File: config.mk
export PLATFORM = sky130hd
export DESIGN_NAME = bit_stuffer
export DESIGN_NICKNAME = d
export VERILOG_FILES = /design/src/rtl/bit_stuff_pkg.sv /design/src/rtl/bit_stuffer_ones_run_counter.sv /design/src/rtl/bit_stuffer.sv
export SDC_FILE = /design/constraint.sdc
export NUM_CORES = 1
export LEC_CHECK = 0
export ABC_AREA = 1
export BUFFER_PORTS_ARGS = -buffer_cell sky130_fd_sc_hd__buf_2
export CORE_AREA = 2 2 39 41
export CTS_CLUSTER_DIAMETER = 120
export DETAILED_ROUTE_END_ITERATION = 8
export DIE_AREA = 0 0 41 43
export PLACE_DENSITY = 0.57
export SETUP_SLACK_MARGIN = 0.2
export SLEW_MARGIN = 20
export SYNTH_ARGS = -nofsm -noshare
export SYNTH_HDL_FRONTEND = slang
export SYNTH_HIERARCHICAL = 1
export SYNTH_SLANG_ARGS = --single-unit
File: constraint.sdc
create_clock -name clk -period 1.8 [get_ports clk]
set_input_delay 0.09 -clock clk [delete_from_list [all_inputs] [get_ports clk]]
set_output_delay 0.09 -clock clk [all_outputs]
set_load 0.03 [all_outputs]
File: src/rtl/bit_stuff_pkg.sv
// Shared definitions for the transmit-side bit stuffer.
// Contents: FSM state type, default run length and the ones-counter
// width derivation used by bit_stuffer and ones_run_counter.
package bit_stuff_pkg;

  typedef enum logic [0:0] {
    PASS  = 1'b0,
    STUFF = 1'b1
  } state_t;

  localparam int RUN_LEN_DEFAULT = 5;

  // Counter must hold values 0..run_len, hence run_len+1 codes.
  function automatic int cnt_width(input int run_len);
    return $clog2(run_len + 1);
  endfunction

endpackage

File: src/rtl/bit_stuffer_ones_run_counter.sv
// Counter of consecutive 1s seen in the current frame.
// Ports:
//   clk     - clock, all state on rising edge
//   reset   - asynchronous active-low reset
//   clr_i   - clear the count (has priority over inc_i)
//   inc_i   - increment the count
//   cnt_o   - current count
//   hit_o   - the next 1 would complete a run of RUN_LEN
module ones_run_counter
  import bit_stuff_pkg::*;
#(
  parameter int RUN_LEN = RUN_LEN_DEFAULT,
  parameter int CNT_W   = cnt_width(RUN_LEN)
) (
  input  logic             clk,
  input  logic             reset,
  input  logic             clr_i,
  input  logic             inc_i,
  output logic [CNT_W-1:0] cnt_o,
  output logic             hit_o
);

  localparam logic [CNT_W:0] RUN_LEN_W = RUN_LEN[CNT_W:0];

  logic [CNT_W-1:0] cnt_q;
  logic [CNT_W-1:0] cnt_d;
  logic [CNT_W:0]   cnt_plus1_s;

  // One extra bit so the compare against RUN_LEN cannot wrap.
  assign cnt_plus1_s = {1'b0, cnt_q} + {{CNT_W{1'b0}}, 1'b1};
  assign hit_o       = (cnt_plus1_s == RUN_LEN_W);
  assign cnt_o       = cnt_q;

  // Next-count selection: clear wins over increment.
  always_comb begin
    cnt_d = cnt_q;
    if (clr_i) begin
      cnt_d = {CNT_W{1'b0}};
    end else if (inc_i) begin
      cnt_d = cnt_plus1_s[CNT_W-1:0];
    end else begin
      cnt_d = cnt_q;
    end
  end

  // Count register.
  always_ff @(posedge clk or negedge reset) begin
    if (!reset) begin
      cnt_q <= {CNT_W{1'b0}};
    end else begin
      cnt_q <= cnt_d;
    end
  end

endmodule

File: src/rtl/bit_stuffer.sv
// Transmit-side bit stuffer: inserts one 0 after every RUN_LEN consecutive
// 1s of a framed 1-bit stream. Output is a single registered stage that
// holds under backpressure.
// Ports:
//   clk, reset                - clock, asynchronous active-low reset
//   in_valid/in_ready         - input handshake (in_ready combinational)
//   in_bit, in_last           - data bit and end-of-frame marker
//   out_valid/out_ready       - output handshake (out_valid registered)
//   out_bit, out_last         - registered data/stuffed bit and end-of-frame
//   out_stuffed               - registered flag: current bit is an inserted 0
module bit_stuffer
  import bit_stuff_pkg::*;
#(
  parameter int RUN_LEN = RUN_LEN_DEFAULT
) (
  input  logic clk,
  input  logic reset,
  input  logic in_valid,
  output logic in_ready,
  input  logic in_bit,
  input  logic in_last,
  output logic out_valid,
  input  logic out_ready,
  output logic out_bit,
  output logic out_last,
  output logic out_stuffed
);

  localparam int CNT_W = cnt_width(RUN_LEN);

  state_t           state_q;
  logic             last_pend_q;
  logic             out_valid_q;
  logic             out_bit_q;
  logic             out_last_q;
  logic             out_stuffed_q;

  logic             slot_free_s;
  logic             accept_s;
  logic             cnt_clr_s;
  logic             cnt_inc_s;
  logic             cnt_hit_s;
  logic [CNT_W-1:0] ones_cnt_s;

  assign slot_free_s = !out_valid_q || out_ready;
  assign in_ready    = reset && (state_q == PASS) && slot_free_s;
  assign accept_s    = in_valid && in_ready;

  assign out_valid   = out_valid_q;
  assign out_bit     = out_bit_q;
  assign out_last    = out_last_q;
  assign out_stuffed = out_stuffed_q;

  // Counter control: a 1 that does not end the run or frame extends the run;
  // anything else accepted (0, end of frame, run completion) restarts it.
  always_comb begin
    cnt_clr_s = 1'b0;
    cnt_inc_s = 1'b0;
    if ((state_q == PASS) && accept_s) begin
      if (in_bit && !cnt_hit_s && !in_last) begin
        cnt_inc_s = 1'b1;
      end else begin
        cnt_clr_s = 1'b1;
      end
    end else if ((state_q == STUFF) && slot_free_s) begin
      cnt_clr_s = 1'b1;
    end else begin
      cnt_clr_s = 1'b0;
    end
  end

  ones_run_counter #(
    .RUN_LEN (RUN_LEN),
    .CNT_W   (CNT_W)
  ) u_cnt (
    .clk   (clk),
    .reset (reset),
    .clr_i (cnt_clr_s),
    .inc_i (cnt_inc_s),
    .cnt_o (ones_cnt_s),
    .hit_o (cnt_hit_s)
  );

  // FSM and output register; a full, stalled output freezes everything.
  always_ff @(posedge clk or negedge reset) begin
    if (!reset) begin
      state_q       <= PASS;
      last_pend_q   <= 1'b0;
      out_valid_q   <= 1'b0;
      out_bit_q     <= 1'b0;
      out_last_q    <= 1'b0;
      out_stuffed_q <= 1'b0;
    end else begin
      case (state_q)
        PASS: begin
          if (accept_s) begin
            out_valid_q   <= 1'b1;
            out_bit_q     <= in_bit;
            out_stuffed_q <= 1'b0;
            if (in_bit && cnt_hit_s) begin
              // End-of-frame moves onto the stuffed 0 that follows.
              state_q     <= STUFF;
              last_pend_q <= in_last;
              out_last_q  <= 1'b0;
            end else begin
              out_last_q  <= in_last;
            end
          end else if (slot_free_s) begin
            out_valid_q <= 1'b0;
          end else begin
            out_valid_q <= out_valid_q;
          end
        end
        STUFF: begin
          if (slot_free_s) begin
            out_valid_q   <= 1'b1;
            out_bit_q     <= 1'b0;
            out_stuffed_q <= 1'b1;
            out_last_q    <= last_pend_q;
            last_pend_q   <= 1'b0;
            state_q       <= PASS;
          end else begin
            state_q <= STUFF;
          end
        end
        default: begin
          state_q     <= PASS;
          out_valid_q <= 1'b0;
        end
      endcase
    end
  end

endmodule

# Word-level counts from Yosys, hierarchy flattened
# Cells that the tools add are included.
[totals] register_bits=9 output_inout_bits=5 inputBits=6 elab_cells=56
[op_classes] n_eq_ne=5 n_bitwise=1 reduce_logical=16 n_mux=26 add_sub_neg=1
[ops] operator="$mux 1" count=18
[ops] operator="$pmux 1 s2" count=6
[ops] operator="$logic_and 1x1->1" count=8
[ops] operator="$mux 3" count=2
[ops] operator="$add 3x1->4 const B" count=1
[ops] operator="$eq 4x3->1 const B" count=1
[ops] operator="$ne 2x1->1 const B" count=2
[ops] operator="$reduce_and 2->1" count=2
[ops] operator="$logic_not 1->1" count=3
[ops] operator="$ne 3x3->1 const B" count=1
[ops] operator="$reduce_and 3->1" count=1
[ops] operator="$ne 2x2->1 const B" count=1
[ops] operator="$reduce_bool 2->1" count=1
[ops] operator="$logic_or 1x1->1" count=1
[ops] operator="$not 1->1" count=1

# Logic depth before layout (Yosys ltp)
# Gate-level depths: netlist of the first run.
[depth] depth_word=9 ltp_mapped=12

# By module
# The synthesis of the first run kept the hierarchy.
[by_module_without_submodules] module="bit_stuffer" seq_area_each_um2=150.1 cells_each=45 n_inst=1 area_per_inst_um2=330.3
[by_module_without_submodules] module="ones_run_counter" seq_area_each_um2=75.1 cells_each=27 n_inst=1 area_per_inst_um2=197.7

# Worst setup path after synthesis of the first run
# OpenSTA, ideal clock, no wires.
[synth_path] kind="register -> register" start="register u_cnt.cnt_q[0], in the netlist u_cnt/cnt_o[0]" end="register u_cnt.cnt_q[0], in the netlist u_cnt/cnt_o[0]" period_less_slack_ps=1510 path_stages_with_launch=13 t_required_ps=1735 t_arrival_ps=1445 path_buffers=0 path_slack_ps=290 path_cell_list="dfrtp_1 > ha_1 > inv_1 > nand2_2 > nand3_1 > nor2_1 > nor2_1 > nand2_1 > nor2_2 > nor2_2 > nor2_2 > nand2_1 > nand2_1"
[synth_between] elab_chain_cells=8 elab_cells_between_ends=12 cone_classes="add/sub: 1; eq/ne: 1; mux: 6; reduce/logical: 4"
[synth_rtl] item="start: declaration" line_no="bit_stuffer_ones_run_counter.sv:25" source="logic [CNT_W-1:0] cnt_q;"
[synth_rtl] item="start signal: assignment" line_no="bit_stuffer_ones_run_counter.sv:49" source="cnt_q <= {CNT_W{1'b0}};"
[synth_rtl] item="start signal: assignment" line_no="bit_stuffer_ones_run_counter.sv:51" source="cnt_q <= cnt_d;"
[synth_rtl] item="$add 3x1->4" line_no="bit_stuffer_ones_run_counter.sv:30" source="assign cnt_plus1_s = {1'b0, cnt_q} + {{CNT_W{1'b0}}, 1'b1};"
[synth_rtl] item="$eq 4x3->1" line_no="bit_stuffer_ones_run_counter.sv:31" source="assign hit_o = (cnt_plus1_s == RUN_LEN_W);"
[synth_rtl] item="via cnt_hit_s" line_no="bit_stuffer.sv:42" source="logic cnt_hit_s;"
[synth_rtl] item="$logic_not 1->1" line_no="bit_stuffer.sv:60" source="if (in_bit && !cnt_hit_s && !in_last) begin"
[synth_rtl] item="$logic_and 1x1->1 (2 in a row)" line_no="bit_stuffer.sv:60"
[synth_rtl] item="$mux 1" line_no="bit_stuffer.sv:60"
[synth_rtl] item="$mux 1" line_no="bit_stuffer.sv:59" source="if ((state_q == PASS) && accept_s) begin"
[synth_rtl] item="via cnt_inc_s" line_no="bit_stuffer.sv:41" source="logic cnt_inc_s;"
[synth_rtl] item="$reduce_bool 2->1 (no line)"
# The timed path passes the listed nets, and every way through them passes these cells. The select of a mux whose other input is x is not followed.
# A chain may end at the register's enable or synchronous reset.

# Final worst setup path of the first run
[layout_path] start="register u_cnt.cnt_q[1], in the netlist u_cnt/cnt_o[1]" end="register u_cnt.cnt_q[2], in the netlist u_cnt/cnt_o[2]"
# The elaborated chain is that of the path after synthesis.

==> results.py, run 1 <==
metrics = {
    "synth": {
        "synth_area_sq_um": 528,
        "syn_area_per_cell_sq_um": 7.33,
        "synth_cells": 72,
        "yosys.cell_count.top_type": "nand2_1",
        "synth_ff_type": "dfrtp_1",
        "synth_area_leaders": "dfrtp_1 43%, nand2_1 16%, inv_1 7.1%, nor2_2 5.9%, ha_1 4.7%",
        "synth_edf_count": 0,
        "synth-seq-cells": 9,
        "async_reset_ff_frac": 1.00,
        "synth_area_leader_cell": "dfrtp_1",
        "synth.net_count": 80,
        "synth-seq-area-share": 0.427,
        "yosys_warnings": 6,
        "synth.distinct_cells": 14,
        "synth_common_cells": "23 x nand2_1, 10 x inv_1, 9 x dfrtp_1",
        "synth_top_area_share": 0.427,
    },
    "finish": {
        "final-instance-count-excl-fill": 105,
        "nFillCells": 126,
        "diodes": 0,
        "drive_above_1_share": 0.371,
        "syn_to_final_growth_pct": 29.9,
        "nNetsFinal": 98,
        "fin_util": 0.495,
    },
    "sta": {
        "setup_viol": 0,
        "max_freq_mhz": 638,
        "hold_viol_final": 0,
        "skew_ps": 9.08,
        "finalCriticalPeriod_ps": 1570,
        "tns_ps": 0,
        "rsz0062_at_grt": "yes",
        "max_slew_margin": 0.859,
        "fin_crit_sh": 0.870,
        "max_slew.worst_pin.slew_ps": 209,
        "hold_slack_ps": 121,
        "drv_slew": 0,
    },
    "power": {
        "powerDensity_nw_per_um2": 720,
        "ir_worst_vdd_v": 0.000349,
        "power.leakage_nw": 0.372,
        "power.total_mw": 0.494,
    },
    "clock_tree": {
        "root_buffer": "clkbuf_4",
        "worstSkewPairLatency_ps": 270,
        "clk_pin_slew_worst_paths_ps": 60,
        "h-tree-depth": 1,
        "cts_tree": "done",
        "clockBufferDepth": 2,
        "numCtsBuffers": 3,
        "cts_sinks": 9,
    },
    "routing": {
        "vias": 466,
        "drc": 0,
        "drt_iter0_markers": 6,
        "vias_per_cell": 4.44,
        "wl_microns": 1020,
        "wl_per_cell_microns": 9.72,
        "postRouteAntennaNets": 0,
        "drtPass1Iterations": 4,
    },
    "critical_path": {
        "rr_endpoint": "u_cnt/cnt_o[2]",
        "cp_top_family": "simple AND/OR/NAND/NOR gates",
        "critPathLaunchType": "register",
        "crit_type": "register to register",
        "cp_num_buf_inv": 1,
        "critical_path.startpoint": "u_cnt/cnt_o[1]",
        "crit_chain": "ha_2, inv_1, nand2_2, nand3_2, nor2_2, nor2_1, nand2_1, nor2_4, nor2_4, nor2_4, nand3_2, nand2_1",
        "rr_worst_depth": 12,
        "cp-end-kind": "register",
        "path_common_cell": "nor2_4",
        "cp.arrival_ps": 1770,
        "required_ps": 2000,
        "r2r_slack_ps": 230,
        "slowest_delay_ps": 420,
        "cp_max_fo": 4,
        "crit_path_top_delay_cell": "dfrtp_1",
        "reg2reg_from": "u_cnt/cnt_o[1]",
        "cp.depth": 12,
    },
    "floorplanning": {
        "die_h_microns": 43,
        "die_w_microns": 41,
        "io_pins": 11,
        "rows": 14,
        "dieArea_sq_um": 1760,
        "coreArea_sq_um": 1380,
        "initial_core_util": 0.382,
    },
    "place": {
        "dp.cells": 99,
        "post-dp-hpwl_microns": 744,
        "io_buffers": 10,
        "gp_congestion": 0.811,
    },
    "hold_path": {
        "hp-start": "in_valid",
        "min_path_cells": 3,
        "hold_class": "input port to register",
        "whs_endpoint": "last_pend_q",
    },
    "global_route": {
        "gr-usage-all-layers": 0.137,
        "grt_max_degree": 11,
        "overflow": 0,
        "grt_pass1_vias": 385,
        "grt_first_pass_wirelength_microns": 1530,
        "antenna_found_initial": 0,
    },
    "run_status": {
        "status": "completed",
    },
    "job": {
        "maxCapViolations": 0,
    },
}
==> routing by layer <==
layer,global-route usage,wire length (microns)
met2,0.172,456
met5,0,0
met4,0.0600,10
met1,0.175,480
met3,0.0942,72
==> cells by family after synthesis <==
logic type	share of synthesized area
simple gates	0.405
compound gates	0.0284
buf+inv	0.0924
flops	0.427
fa+ha+maj	0.0474
==> worst max path at each step <==
stage | to | slack [ps]
final | u_cnt/cnt_o[2] | 230
after global routing | u_cnt/cnt_o[0] | 140
after CTS | u_cnt/cnt_o[2] | 200
after detailed placement | u_cnt/cnt_o[1] | 180
after global placement | u_cnt/cnt_o[0] | 180
after floorplan | u_cnt/cnt_o[0] | 290
==> registers in the layout (all words and copies together) (netlist names) <==
name,cells
out_stuffed,1
u_cnt/cnt_o,3
out_valid,1
out_bit,1
out_last,1
state_q,1
last_pend_q,1
==> tightest hold or removal path, stage by stage <==
cell     delay [ps]
buf_2           120
nand4_1          80
nand2_1          50
==> report_power, final <==
group	switching [mW]	total, mW	internal [mW]	leakage (nW)
logic	0.0712	0.108	0.0365	0.242
clock network	0.0726	0.158	0.0855	0.0150
registers	0.00945	0.228	0.218	0.115
==> area by class of cell <==
type	count	area [sq um]	area share
clock buffers	4	26.3	0.0383
multi-input cells	50	287	0.418
repair buffers	13	78.8	0.115
flip-flops and latches	9	225	0.328
inverters	13	48.8	0.0712
well taps	16	20.0	0.0292
==> stage by stage <==
step                      cell area, sq um  worst slack [ps]
after floorplan                        528               290
after global placement                 606               179
after detailed placement               606               183
after CTS                              647               204
after global routing                   686               137
final                                  686               234
==> placed cells by master, fill, tap and decap left out, types with 2 or more instances in the layout <==
cell type and count:
inv_2 3, nor2_1 4, nor2_4 4, dfrtp_1 9, nand2_2 4, inv_1 10
buf_2 10, nand3_2 3, nor2_2 3, clkbuf_4 3, o21ai_0 2, nand3_1 3
nand2_1 22, nand4_1 2
==> timing repair <==
| item | 4_1_cts | 5_1_grt |
|---|---|---|
| hold buffers | 1 | 0 |
| resized for setup | 1 | 8 |
| hold endpoints to repair | 9 | 0 |
| setup endpoints to repair | 3 | 3 |
| setup buffers | 0 | 1 |
| pin swaps | 1 | 8 |
Power figures use the tool's default switching activity.
==> run 2, diff against run 1 <==
Settings changed: CTS_CLUSTER_DIAMETER 120 to unset, PLACE_DENSITY 0.57 to 0.59.
Clock period 1.8 ns to 1.3 ns, I/O delays scaled along.
==> results.py, run 2 (synthesized netlist as in run 1, its figures left out) <==
metrics = {
    "power": {
        "power.total_mw": 0.716,
        "p_int_mw": 0.496,
        "ir_worst_vdd_v": 0.000557,
        "netSwitchingPower_mw": 0.220,
        "power.leakage_nw": 0.436,
        "p_sw_frac": 0.307,
        "clkPwrFrac": 0.297,
        "p_comb_frac": 0.256,
        "p_seq_frac": 0.446,
        "powerDensity_nw_per_um2": 874,
    },
    "sta": {
        "rsz0062_at_grt": "yes",
        "max_freq_mhz": 654,
        "finalCriticalPeriod_ps": 1530,
        "max_slew.worst_pin.slew_ps": 410,
        "hold_viol_final": 0,
        "max_slew_margin": 0.726,
        "skew_ps": 6.58,
        "fin_crit_sh": 1.18,
        "setup_viol": 6,
        "drv_slew": 0,
        "fin_ws_ps": -229,
    },
    "clock_tree": {
        "root_buffer": "clkbuf_4",
        "clk_pin_slew_worst_paths_ps": 50,
        "h-tree-depth": 1,
        "cts_tree": "done",
        "cts_sinks": 9,
        "worstSkewPairLatency_ps": 260,
        "clockBufferDepth": 2,
        "numCtsBuffers": 3,
    },
    "critical_path": {
        "crit_path_top_delay_cell": "dfrtp_2",
        "cp_max_fo": 4,
        "r2r_slack_ps": -230,
        "cp.arrival_ps": 1680,
        "cp_top_family": "simple AND/OR/NAND/NOR gates",
        "cp-end-kind": "register",
        "cp_num_buf_inv": 0,
        "critPathLaunchType": "register",
        "slowest_delay_ps": 440,
        "crit_chain": "ha_4, nand2_2, nand3_2, nor2_2, nor2_1, nand2_1, nor2_4, nor2_4, nor2_4, nand2_1, nand2_1",
        "required_ps": 1450,
        "crit_type": "register to register",
    },
    "floorplanning": {
        "dieArea_sq_um": 1760,
        "io_pins": 11,
        "die_w_microns": 41,
        "initial_core_util": 0.382,
        "coreArea_sq_um": 1380,
        "die_h_microns": 43,
        "rows": 14,
    },
    "global_route": {
        "antenna_found_initial": 0,
        "grt_pass1_vias": 500,
        "grt_first_pass_wirelength_microns": 1900,
        "gr-usage-all-layers": 0.167,
        "overflow": 0,
        "grt_max_degree": 10,
    },
    "routing": {
        "vias_per_cell": 4.63,
        "vias": 546,
        "wl_microns": 1190,
        "postRouteAntennaNets": 0,
        "drt_iter0_markers": 9,
        "drtPass1Iterations": 4,
        "drc": 0,
        "wl_per_cell_microns": 10.1,
    },
    "finish": {
        "fin_area_sq_um": 820,
        "final_cell_mix": "21 x nand2_1, 14 x buf_4, 9 x buf_2",
        "syn_to_final_growth_pct": 55.2,
        "final-instance-count-excl-fill": 118,
        "largest_register_ff_count": 3,
        "drive_above_1_share": 0.529,
        "final_common_cell": "nand2_1",
        "diodes": 0,
        "nNetsFinal": 111,
    },
    "place": {
        "gp_congestion": 0.786,
        "place_area_sq_um": 683,
        "dp.cells": 107,
        "post-dp-hpwl_microns": 818,
        "io_buffers": 10,
    },
    "run_status": {
        "status": "complete, but fails checks",
        "violations": "setup timing",
    },
    "hold_path": {
        "hold_class": "input port to register",
    },
    "job": {
        "maxCapViolations": 0,
    },
}
[run 2: cell types whose count changed in the layout (fill, tap and decap cells not counted), moves of 2 or more]
cell | before | now
buf_4 | 1 | 14
dfrtp_2 | 0 | 2
dfrtp_1 | 9 | 7
inv_1 | 10 | 6
inv_2 | 3 | 6
o21ai_1 | 0 | 2
o21ai_0 | 2 | 0
[run 2: power by group through the flow]
stage | Sequential (mW) | Clock [mW] | Combinational [mW]
after floorplan | 0.347 | 0 | 0.0714
after global placement | 0.320 | 0 | 0.155
after detailed placement | 0.321 | 0 | 0.157
after CTS | 0.316 | 0.224 | 0.175
after global routing | 0.323 | 0.231 | 0.204
final | 0.320 | 0.213 | 0.184
[run 2: what timing repair did]
item / 4_1_cts / 5_1_grt
pin swaps: 3 / 4
hold buffers: 1 / 0
buffers inserted: 3 / 3
hold endpoints to repair: 9 / 0
endpoints found under the setup margin: 7 / 9
resized for setup: 11 / 8
[run 2: layout make-up]
class | instances | area, sq um
Sequential cell | 9 | 228
Clock buffer | 4 | 26.3
Timing Repair Buffer | 26 | 183
Tap cell | 16 | 20.0
Fill cell | 124 | 564
Multi-Input combinational cell | 50 | 312
Inverter | 13 | 51.3
[run 2: worst min-delay path: cells and delay by family]
kind | cells | cell delay [ps]
and+or+nand+nor | 2 | 160
buffers and inverters | 1 | 100
[run 2: final timing paths]
| path | start | to | depth (start not counted) |
|---|---|---|---|
| worst max-delay path | u_cnt/cnt_o[0] | u_cnt/cnt_o[0] | 11 |
| worst min-delay path | in_bit | out_bit | 3 |
| worst max register to register | u_cnt/cnt_o[0] | u_cnt/cnt_o[0] | 11 |
| worst min register to register | out_stuffed | out_stuffed | 2 |
| max in group asynchronous | reset | u_cnt/cnt_o[0] | 3 |
| min in group asynchronous | reset | state_q | 3 |
[run 2: through the flow]
step                      hold WS [ps]  utilization  setup TNS, ps  worst slack (ps)
after floorplan                   -231            -           -302              -102
after global placement           -4.39        0.494          -1210              -241
after detailed placement         -2.14        0.494          -1340              -264
after CTS                         80.2        0.560          -1060              -224
after global routing               104        0.592          -1630              -332
final                             96.1        0.592          -1000              -229
[run 2: metal layers]
metal  GRT usage  wire length (microns)  vias to the layer above
li1            -                      -                      280
met1       0.169                    482                      249
met2       0.281                    633                       15
met3      0.0785                     63                        2
met4      0.0600                     13                        0
met5           0                      0                        -
==> run 3, diff against run 2 <==
Settings changed: PLACE_DENSITY 0.59 to 0.56, SYNTH_HIERARCHICAL 1 to unset.
==> results.py, run 3 <==
metrics = {
    "run_status": {
        "status": "completed",
    },
    "clock_tree": {
        "h-tree-depth": 1,
        "clockBufferDepth": 2,
        "cts_tree": "done",
        "numCtsBuffers": 3,
        "cts_sinks": 9,
        "worstSkewPairLatency_ps": 270,
        "root_buffer": "clkbuf_4",
        "clk_pin_slew_worst_paths_ps": 70,
    },
    "global_route": {
        "overflow": 0,
        "grt_max_degree": 10,
        "gr-usage-all-layers": 0.179,
        "antenna_found_initial": 0,
        "grt_first_pass_wirelength_microns": 1990,
        "grt_pass1_vias": 494,
    },
    "power": {
        "ir_worst_vdd_v": 0.000626,
        "power.leakage_nw": 0.417,
        "power.total_mw": 0.776,
        "powerDensity_nw_per_um2": 969,
    },
    "synth": {
        "synth_edf_count": 0,
        "synth_ff_type": "dfrtp_1",
        "async_reset_ff_frac": 1.00,
        "synth_area_sq_um": 490,
        "synth-seq-area-share": 0.459,
        "synth_common_cells": "21 x nand2_1, 10 x inv_1, 9 x dfrtp_1, 4 x nand4_1, 3 x nor2_1",
        "synth.net_count": 70,
        "syn_area_per_cell_sq_um": 7.91,
        "synth-seq-cells": 9,
        "yosys_warnings": 0,
        "synth_area_leaders": "dfrtp_1 46%, nand2_1 16%, inv_1 7.7%, ha_1 5.1%, nand4_1 5.1%",
        "yosys.cell_count.top_type": "nand2_1",
        "synth.distinct_cells": 17,
        "synth_area_leader_cell": "dfrtp_1",
        "synth_top_area_share": 0.459,
        "synth_cells": 62,
    },
    "sta": {
        "max_freq_mhz": 780,
        "fin_crit_sh": 0.986,
        "hold_slack_ps": 6.32,
        "max_slew.worst_pin.slew_ps": 177,
        "skew_ps": 4.03,
        "max_slew_margin": 0.882,
        "setup_viol": 0,
        "rsz0062_at_grt": "yes",
        "hold_viol_final": 0,
        "drv_slew": 0,
        "finalCriticalPeriod_ps": 1280,
    },
    "routing": {
        "wl_per_cell_microns": 11.8,
        "vias_per_cell": 4.68,
        "vias": 496,
        "drc": 0,
        "drtPass1Iterations": 4,
        "drt_iter0_markers": 8,
        "postRouteAntennaNets": 0,
        "wl_microns": 1250,
    },
    "critical_path": {
        "crit_path_top_delay_cell": "dfrtp_1",
        "crit_chain": "ha_2, inv_1, nand2_1, nand2_2, nand4_1, buf_4, o21ai_1",
        "required_ps": 1500,
        "rr_endpoint": "state_q",
        "r2r_slack_ps": 20,
        "critPathLaunchType": "register",
        "crit_type": "register to register",
        "cp-end-kind": "register",
        "reg2reg_from": "u_cnt.cnt_o[0]",
        "rr_worst_depth": 7,
        "cp.arrival_ps": 1480,
        "slowest_delay_ps": 410,
        "cp_max_fo": 4,
    },
    "finish": {
        "largest_register_ff_count": 3,
        "fin_util": 0.579,
        "fin_area_sq_um": 801,
        "syn_to_final_growth_pct": 63.3,
        "regArea_sq_um": 228,
        "final_cell_mix": "16 x nand2_1, 10 x buf_4, 9 x buf_2",
        "drive_above_1_share": 0.500,
        "final_common_cell": "nand2_1",
        "nNetsFinal": 99,
        "nFillCells": 132,
        "multi_input_area_sq_um": 294,
        "diodes": 0,
        "final-instance-count-excl-fill": 106,
    },
    "hold_path": {
        "hp-start": "in_last",
        "hold_class": "input port to register",
        "min_path_cells": 3,
        "whs_endpoint": "last_pend_q",
    },
    "place": {
        "io_buffers": 10,
        "place_area_sq_um": 593,
        "dp.cells": 90,
        "post-dp-hpwl_microns": 759,
        "gp_congestion": 0.753,
    },
    "floorplanning": {
        "die_w_microns": 41,
        "coreArea_sq_um": 1380,
        "rows": 14,
        "dieArea_sq_um": 1760,
        "die_h_microns": 43,
        "initial_core_util": 0.354,
        "io_pins": 11,
    },
    "job": {
        "maxCapViolations": 0,
    },
}
run 3: kinds of logic after synthesis:
family          synth area share
fa+ha+maj                 0.0510
simple gates               0.350
buf+inv                   0.0842
flops                      0.459
compound gates            0.0561
run 3: power breakdown:
group	internal (mW)	switching [mW]	leakage, nW	total (mW)
combinational	0.104	0.125	0.286	0.229
clock	0.119	0.108	0.0150	0.227
sequential	0.303	0.0166	0.116	0.320
total	0.526	0.250	0.417	0.776
run 3: worst max-delay path by stage:
stage	depth (start not counted)	endpoint	startpoint	slack [ps]
finish	7	state_q	u_cnt.cnt_o[0]	20
global placement	7	last_pend_q	u_cnt.cnt_o[0]	60
global route	7	last_pend_q	u_cnt.cnt_o[1]	-110
floorplan	7	last_pend_q	u_cnt.cnt_o[0]	110
CTS	7	last_pend_q	u_cnt.cnt_o[1]	50
detailed placement	7	last_pend_q	u_cnt.cnt_o[0]	10
run 3: metal layers:
| layer | share of wire | global-route usage | up-vias |
|---|---|---|---|
| li1 | - | - | 253 |
| met1 | 0.38 | 0.174 | 229 |
| met2 | 0.54 | 0.303 | 10 |
| met3 | 0.050 | 0.0628 | 4 |
| met4 | 0.026 | 0.100 | 0 |
| met5 | 0 | 0 | - |
run 3: layout make-up:
class | count | area share
Clock buffer | 4 | 0.0328
Inverter | 11 | 0.0609
Multi-Input combinational cell | 42 | 0.367
Sequential cell | 9 | 0.284
Tap cell | 16 | 0.0250
Timing Repair Buffer | 24 | 0.230
run 3: timing repair:
action,in CTS,in global routing
gates resized for setup,17,6
buffers inserted,10,1
hold buffers,1,0
endpoints found under the setup margin,8,10
pin swaps,11,5
hold endpoints to repair,9,0
run 3: critical path, delay by kind of cell (launching register included):
kind	cells	cell delay, ps
flip-flops	1	410
AND/OR/NAND/NOR	3	280
buffers and inverters	2	240
adder cells (fa/ha/maj)	1	190
AO/OA/AOI/OAI	1	100
run 3: metrics by stage:
stage	setup WS, ps	TNS, ps
after floorplan	108	0
after global placement	60.9	0
after detailed placement	14.7	0
after CTS	54.2	0
after global routing	-114	-200
final	17.7	0
